## src/rtl/icache_way_fill_dec.sv

```systemverilog
// Refill-side way decoder: picks a victim way for an icache refill and drives its write enable.
// Optional: define ICACHE_VICTIM_LFSR_EN to pick all-valid victims from an 8-bit LFSR instead of round-robin.
module icache_way_fill_dec #(
    parameter int N_WAY = 4,
    parameter int WAY_W = $clog2(N_WAY)
) (
    input  logic             clk_i,
    input  logic             rst_i,
    input  logic             flush_i,
    input  logic             refill_req_i,
    input  logic [N_WAY-1:0] valid_ways_i,
    input  logic             refill_done_i,
    output logic             busy_o,
    output logic             way_vld_o,
    output logic [N_WAY-1:0] way_we_o,
    output logic [WAY_W-1:0] way_idx_o,
    output logic             evict_o
);

    typedef enum logic [1:0] {
        IDLE,
        SELECT,
        WRITE
    } state_t;

    state_t           state_q;
    logic [N_WAY-1:0] vmask_q;
    logic [N_WAY-1:0] way_we_q;
    logic [WAY_W-1:0] way_idx_q;
    logic             way_vld_q;
    logic             evict_q;

    logic             all_valid;
    logic [WAY_W-1:0] free_idx;
    logic [WAY_W-1:0] victim_d;
    logic [N_WAY-1:0] victim_we_d;

`ifdef ICACHE_VICTIM_LFSR_EN
    logic [7:0] lfsr_q;
    logic [7:0] lfsr_d;

    // x^8+x^6+x^5+x^4+1, Fibonacci form shifting towards the MSB.
    assign lfsr_d = {lfsr_q[6:0], lfsr_q[7] ^ lfsr_q[5] ^ lfsr_q[4] ^ lfsr_q[3]};
`else
    localparam logic [WAY_W-1:0] PTR_ONE = 1;

    logic [WAY_W-1:0] rr_ptr_q;
`endif

    // Descending scan so the lowest invalid way is the one left standing.
    always_comb begin
        free_idx  = '0;
        all_valid = &vmask_q;
        for (int i = N_WAY - 1; i >= 0; i--) begin
            if (!vmask_q[i]) begin
                free_idx = i[WAY_W-1:0];
            end
        end
    end

    always_comb begin
        victim_we_d = '0;
`ifdef ICACHE_VICTIM_LFSR_EN
        victim_d = all_valid ? lfsr_q[WAY_W-1:0] : free_idx;
`else
        victim_d = all_valid ? rr_ptr_q : free_idx;
`endif
        victim_we_d[victim_d] = 1'b1;
    end

    always_ff @(posedge clk_i) begin
        if (rst_i) begin
            state_q   <= IDLE;
            vmask_q   <= '0;
            way_we_q  <= '0;
            way_idx_q <= '0;
            way_vld_q <= 1'b0;
            evict_q   <= 1'b0;
`ifdef ICACHE_VICTIM_LFSR_EN
            lfsr_q    <= 8'h01;
`else
            rr_ptr_q  <= '0;
`endif
        end else if (flush_i) begin
            // Flush aborts the fill but keeps the last index visible.
            state_q   <= IDLE;
            way_we_q  <= '0;
            way_vld_q <= 1'b0;
            evict_q   <= 1'b0;
`ifdef ICACHE_VICTIM_LFSR_EN
            lfsr_q    <= 8'h01;
`else
            rr_ptr_q  <= '0;
`endif
        end else begin
            evict_q <= 1'b0;
`ifdef ICACHE_VICTIM_LFSR_EN
            lfsr_q  <= lfsr_d;
`endif
            case (state_q)
                IDLE: begin
                    if (refill_req_i) begin
                        vmask_q <= valid_ways_i;
                        state_q <= SELECT;
                    end
                end
                SELECT: begin
                    way_idx_q <= victim_d;
                    way_we_q  <= victim_we_d;
                    way_vld_q <= 1'b1;
                    evict_q   <= all_valid;
`ifndef ICACHE_VICTIM_LFSR_EN
                    if (all_valid) begin
                        rr_ptr_q <= rr_ptr_q + PTR_ONE;
                    end
`endif
                    state_q   <= WRITE;
                end
                WRITE: begin
                    if (refill_done_i) begin
                        way_vld_q <= 1'b0;
                        way_we_q  <= '0;
                        state_q   <= IDLE;
                    end
                end
                default: begin
                    state_q <= IDLE;
                end
            endcase
        end
    end

    assign busy_o    = (state_q != IDLE);
    assign way_vld_o = way_vld_q;
    assign way_we_o  = way_we_q;
    assign way_idx_o = way_idx_q;
    assign evict_o   = evict_q;

endmodule

```

## config.mk

```make
export PLATFORM = sky130hd
export DESIGN_NAME = icache_way_fill_dec
export DESIGN_NICKNAME = d
export VERILOG_FILES = /design/src/rtl/icache_way_fill_dec.sv
export SDC_FILE = /design/constraint.sdc
export NUM_CORES = 1
export LEC_CHECK = 0
export ABC_CLOCK_PERIOD_IN_PS = 1110
export CAP_MARGIN = 30
export CORE_MARGIN = 2
export CORE_UTILIZATION = 40
export CTS_CLUSTER_SIZE = 10
export DETAILED_ROUTE_END_ITERATION = 16
export GPL_ROUTABILITY_DRIVEN = 0
export PLACE_DENSITY = 0.77
export SLEW_MARGIN = 40
export SYNTH_ARGS = -nofsm -noshare
export SYNTH_HDL_FRONTEND = slang
export SYNTH_SLANG_ARGS = --single-unit
```

## constraint.sdc

```tcl
create_clock -name clk_i -period 1.11 [get_ports clk_i]
set_input_delay 0.333 -clock clk_i [delete_from_list [all_inputs] [get_ports clk_i]]
set_output_delay 0.333 -clock clk_i [all_outputs]
set_load 0.01 [all_outputs]
```

Word-level counts from Yosys, hierarchy flattened
Cells that the tools add are included.
{"block": "word_totals", "register_bits": 16, "latch_bits": 0, "ramBits": 0, "mem_bits_ro": 0, "input_bits": 9, "output_inout_bits": 9, "wordCells": 42, "memories": 0}
{"block": "op_classes", "addsub": 1, "n_mul": 0, "div": 0, "order_cmp": 2, "n_eq_ne": 4, "shifts": 0, "mux": 14, "bitwise": 2, "reduce_logical": 12}
{"operator": "$mux 2", "n": 7}
{"operator": "$pmux 4 s2", "n": 1}
{"operator": "$pmux 2 s3", "n": 1}
{"operator": "$reduce_and 2->1", "n": 3}
{"operator": "$reduce_and 5->1", "n": 1}
{"operator": "$mux 4", "n": 1}
{"operator": "$ne 2x2->1 const B", "n": 2}
{"operator": "$reduce_and 4->1", "n": 1}
{"operator": "$reduce_bool 2->1", "n": 2}
{"operator": "$lt 2x3->1 const B", "n": 1}
{"operator": "$reduce_and 3->1", "n": 1}
{"operator": "$reduce_or 3->1", "n": 1}
{"operator": "$add 2x1->2 const B", "n": 1}
{"operator": "$demux 1 s2", "n": 1}
{"operator": "$eq 2x1->1 const B", "n": 1}
{"operator": "$eq 2x2->1 const B", "n": 1}
{"operator": "$ge 2x1->1 const B", "n": 1}
{"operator": "$logic_not 2->1", "n": 1}
{"operator": "$mux 1", "n": 2}
{"operator": "$not 1->1", "n": 2}
{"operator": "$pmux 1 s2", "n": 1}
{"operator": "$reduce_or 2->1", "n": 1}
{"operator": "$logic_and 1x1->1", "n": 1}

Longest topological paths before layout
{"block": "depth", "depth_word": 10, "depth_mapped": 4, "ltp_nobuf": 4}

Least setup slack after synthesis
Ideal clock, no wire load.
{"block": "synth_timing", "path_type": "flip-flop to flip-flop", "startpoint": "reg state_q[1]", "endpoint": "reg vmask_q[0]", "setup_ns": 0.114, "arrival_time_ns": 1.118, "required_ns": 0.996, "setup_slack_ns": -0.123, "stages_incl_launch_ff": 5, "n_path_buf": 0, "path_cell_list": "dfxtp_1 or2_4 nor3b_4 mux2i_1 nor2_1"}
{"block": "synth_between", "elab_chain_len": 2}
{"element": "start: declaration", "line_no": "26", "source": "state_t state_q;"}
{"element": "start signal: assignment", "line_no": "73", "source": "state_q <= IDLE;"}
{"element": "start signal: assignment", "line_no": "86", "source": "state_q <= IDLE;"}
{"element": "start signal: assignment", "line_no": "104", "source": "state_q <= SELECT;"}
{"element": "$logic_not 2->1", "line_no": "100", "source": "case (state_q)"}
{"element": "$reduce_and 3->1 (no source line)"}
{"element": "end signal: assignment", "line_no": "103", "source": "vmask_q <= valid_ways_i;"}
{"element": "end: declaration", "line_no": "27", "source": "logic [N_WAY-1:0] vmask_q;"}
Every way passes these cells.
A chain may end at the register's enable or synchronous reset.

Final worst setup path
{"block": "layout_timing", "startpoint": "reg state_q[0]", "endpoint": "out busy_o"}
{"block": "layout_between", "elab_chain_len": 1}
{"element": "$reduce_bool 2->1", "line_no": "133", "source": "assign busy_o = (state_q != IDLE);"}
{"element": "end: declaration", "line_no": "13", "source": "output logic busy_o,"}
Every way passes these cells.

==> out/summary.txt <==
Buf/Inv on CP -> 1
Mean area per synthesized cell -> 9.67 µm²
Reg2reg start -> vmask_q[2]
Type of the tightest min-delay check -> register to register
Buffer depth of the longest clock path -> 2
Overflow left after global routing -> 0
Synth top area share -> 49.4%
Worst slew margin -> 82.6%
Cell with the largest stage delay on the worst path -> sky130_fd_sc_hd__dfxtp_2
Final instance count without filler cells -> 122
Maximum number of pins on one net before global-route repair -> 10
Worst-case vdd ir drop -> 0.697 mV
Wire length after detailed routing -> 1780 µm
Data required time of the worst path -> 780 ps
Family with the most delay on the worst path -> flip-flops
Overall die height -> 44.3 µm
Netlist cell types -> 27
HPWL after detailed placement -> 1110 µm
Count of maximum capacitance violations -> 0
Drt drc -> 0
Starting density of the core -> 43.0%
Worst reg-to-reg setup slack -> -170 ps
Critical Path Fanout Max -> 2
First-pass GRT wire length -> 2460 µm
Max Freq -> 755 MHz
Slowest cell delay on critical path -> 330 ps
Global-route total usage across every layer -> 17.7%
Iteration count of the initial detailed-routing pass -> 4
Finish-stage setup viols -> 15
Via density -> 5.35
Layout net count -> 116
Nature of the critical path endpoint -> output port
Quantity of I/O buffers inserted on ports -> 17
Critical path cell sequence -> or2_4, buf_6
Unrepaired setup endpoints after global routing -> yes
Clk_lat worst skew -> 290 ps
Number of cells in the design after placement -> 111
Number of clock buffers inserted by TritonCTS -> 3
Hold buffers post-CTS -> 0
# H-tree levels -> 1
Post-route clock skew -> 8.58 ps
Filler cell count in the final layout -> 105
Sequential-to-total area share from yosys stat -> 49.4%
Initial antenna violation count -> 0
Async S/R FF share, synth -> 0%
Max Transition Viols Final -> 0
Leakage power -> 0.450 nW
Seq. cell area -> 334 µm²
Flip-flop and latch count after synthesis -> 16
Final critical-path setup slack -> -214 ps
Final period util -> 119%
Synthesized netlist net count -> 76
Antenna-violating nets left -> 0
Width of the die -> 44.3 µm
Count of flip-flops with a built-in enable after synthesis -> 0
Critical Path Start -> state_q[0]
Top Ports -> 18
Site Rows -> 14
Total core area -> 1510 µm²
Library cell with the largest summed area after synthesis -> sky130_fd_sc_hd__dfxtp_1
Via count -> 653
Growth of design area from synthesis to finish -> 68.7%
Hold Violations, Final -> 0
Cell area after synthesis -> 648 µm²
Top post-synthesis cells by area -> sky130_fd_sc_hd__dfxtp_1 49%, sky130_fd_sc_hd__nor2_1 6.9%, sky130_fd_sc_hd__mux2i_1 6.2%
Dominant cell by count in the synthesized netlist -> sky130_fd_sc_hd__dfxtp_1
Run status -> finished, violations left
Clk sinks -> 16
Power density over the cells -> 1040 nW/µm²
Total area of multi-input combinational cells -> 400 µm²
Layout cells sized above 1 -> 59.4%
Crit path kind -> register to output port
CTS clock-pin slew for the worst setup and hold paths -> 80 ps
Die area -> 1960 µm²
Kind of start point of the critical path -> register
Most instantiated cells after synthesis -> 16 x sky130_fd_sc_hd__dfxtp_1, 12 x sky130_fd_sc_hd__nor2_1, 4 x sky130_fd_sc_hd__a21oi_1, 4 x sky130_fd_sc_hd__mux2i_1
Worst slew pin tran -> 260 ps
Final critical delay including setup and external delays -> 1320 ps
TritonCTS clock tree -> yes
Via count of the first global-routing pass -> 623
Failing checks -> negative setup slack
Antenna Cells -> 0
Commonest register cell after synthesis -> sky130_fd_sc_hd__dfxtp_1
Number of warning messages in the yosys log -> 0
Hold wc startpoint -> way_idx_o[0]
Arrival time at the worst endpoint -> 990 ps
Routed wire length per instance -> 14.6 µm
Root buffer cell -> sky130_fd_sc_hd__clkbuf_4
Number of DRC markers after the initial detailed-route iteration -> 10
Final-layout setup total negative slack -> -1850 ps
Synthesized instance count -> 67
## power by group
group          internal [mW]  leakage (nW)  switching (mW)  total [mW]
Sequential             0.586         0.135          0.0105       0.596
Clock                  0.200        0.0210           0.177       0.377
Combinational         0.0924         0.294          0.0670       0.159
## per-layer routing
| layer | routed length [µm] | share of wire [%] | track usage, % | vias up |
|---|---|---|---|---|
| met4 | 42 | 2.4 | 10.9 | 0 |
| met1 | 758 | 43 | 17.9 | 310 |
| li1 | - | - | - | 315 |
| met3 | 65 | 3.6 | 3.67 | 7 |
| met2 | 914 | 51 | 32.6 | 21 |
| met5 | 0 | 0 | 0 | - |
## sequential cells by signal (all words and copies together), names as in the netlist
name and flops:
vmask_q 4, rr_ptr_q 2, way_idx_o 2, way_we_o 4, evict_o 1, way_vld_o 1, state_q 2
## what timing repair did
item                                    4_1_cts  5_1_grt
endpoints found under the setup margin       25       19
setup buffers                                 5        2
resized for setup                            60       13
endpoints found under the hold margin         0        0
pin swaps                                     6        2
## metrics by stage
step	setup slack, ps	hold slack (ps)	utilization, %	total power [mW]	instance area, µm²
after floorplan	-121	402	-	0.658	649
after global placement	-487	472	61.5	0.727	926
after detailed placement	-552	472	61.5	0.730	926
after CTS	-229	478	67.4	1.13	1020
after global routing	-255	519	72.6	1.19	1090
final	-214	482	72.6	1.13	1090
## final cells by class
cell class | instances | area share (%)
timing repair buffer | 36 | 27.7
clock buffer | 4 | 3.32
sequential | 16 | 30.5
tap | 16 | 1.83
multi-input combinational | 50 | 36.6
## layout by cell type (no fill, tap or decap), types with 2 or more instances in the layout
cell and instances:
sky130_fd_sc_hd__a21oi_1 2, sky130_fd_sc_hd__a21oi_2 2, sky130_fd_sc_hd__a22oi_2 2, sky130_fd_sc_hd__buf_2 5
sky130_fd_sc_hd__buf_4 16, sky130_fd_sc_hd__buf_6 7, sky130_fd_sc_hd__clkbuf_4 3, sky130_fd_sc_hd__clkdlybuf4s50_1 7
sky130_fd_sc_hd__dfxtp_1 5, sky130_fd_sc_hd__dfxtp_2 11, sky130_fd_sc_hd__mux2i_1 4, sky130_fd_sc_hd__nand2b_1 2
sky130_fd_sc_hd__nor2_1 10, sky130_fd_sc_hd__nor2_2 2, sky130_fd_sc_hd__o21ai_0 2, sky130_fd_sc_hd__xor2_1 2
## worst reg2reg max path, delay by kind of cell (launching register included)
family | cells | cell delay (ps)
DFF | 1 | 340
AOI/OAI and AO/OA | 1 | 120
and+or+nand+nor | 2 | 760
## final timing paths
kind | to | cells past startpoint
worst max-delay path | busy_o | 2
worst min-delay path | way_idx_o[0] | 2
worst min register to register | way_idx_o[0] | 2
worst max register to register | way_idx_o[1] | 3
## cells by family after synthesis
group,Yosys count,share of synthesized area [%]
AOI/OAI and AO/OA,12,12.0
muxes,4,6.18
xor gates and xnor gates,2,2.70
and+or+nand+nor,32,29.2
DFF,16,49.4
buffers and inverters,1,0.579
Power figures use the tool's default switching activity.
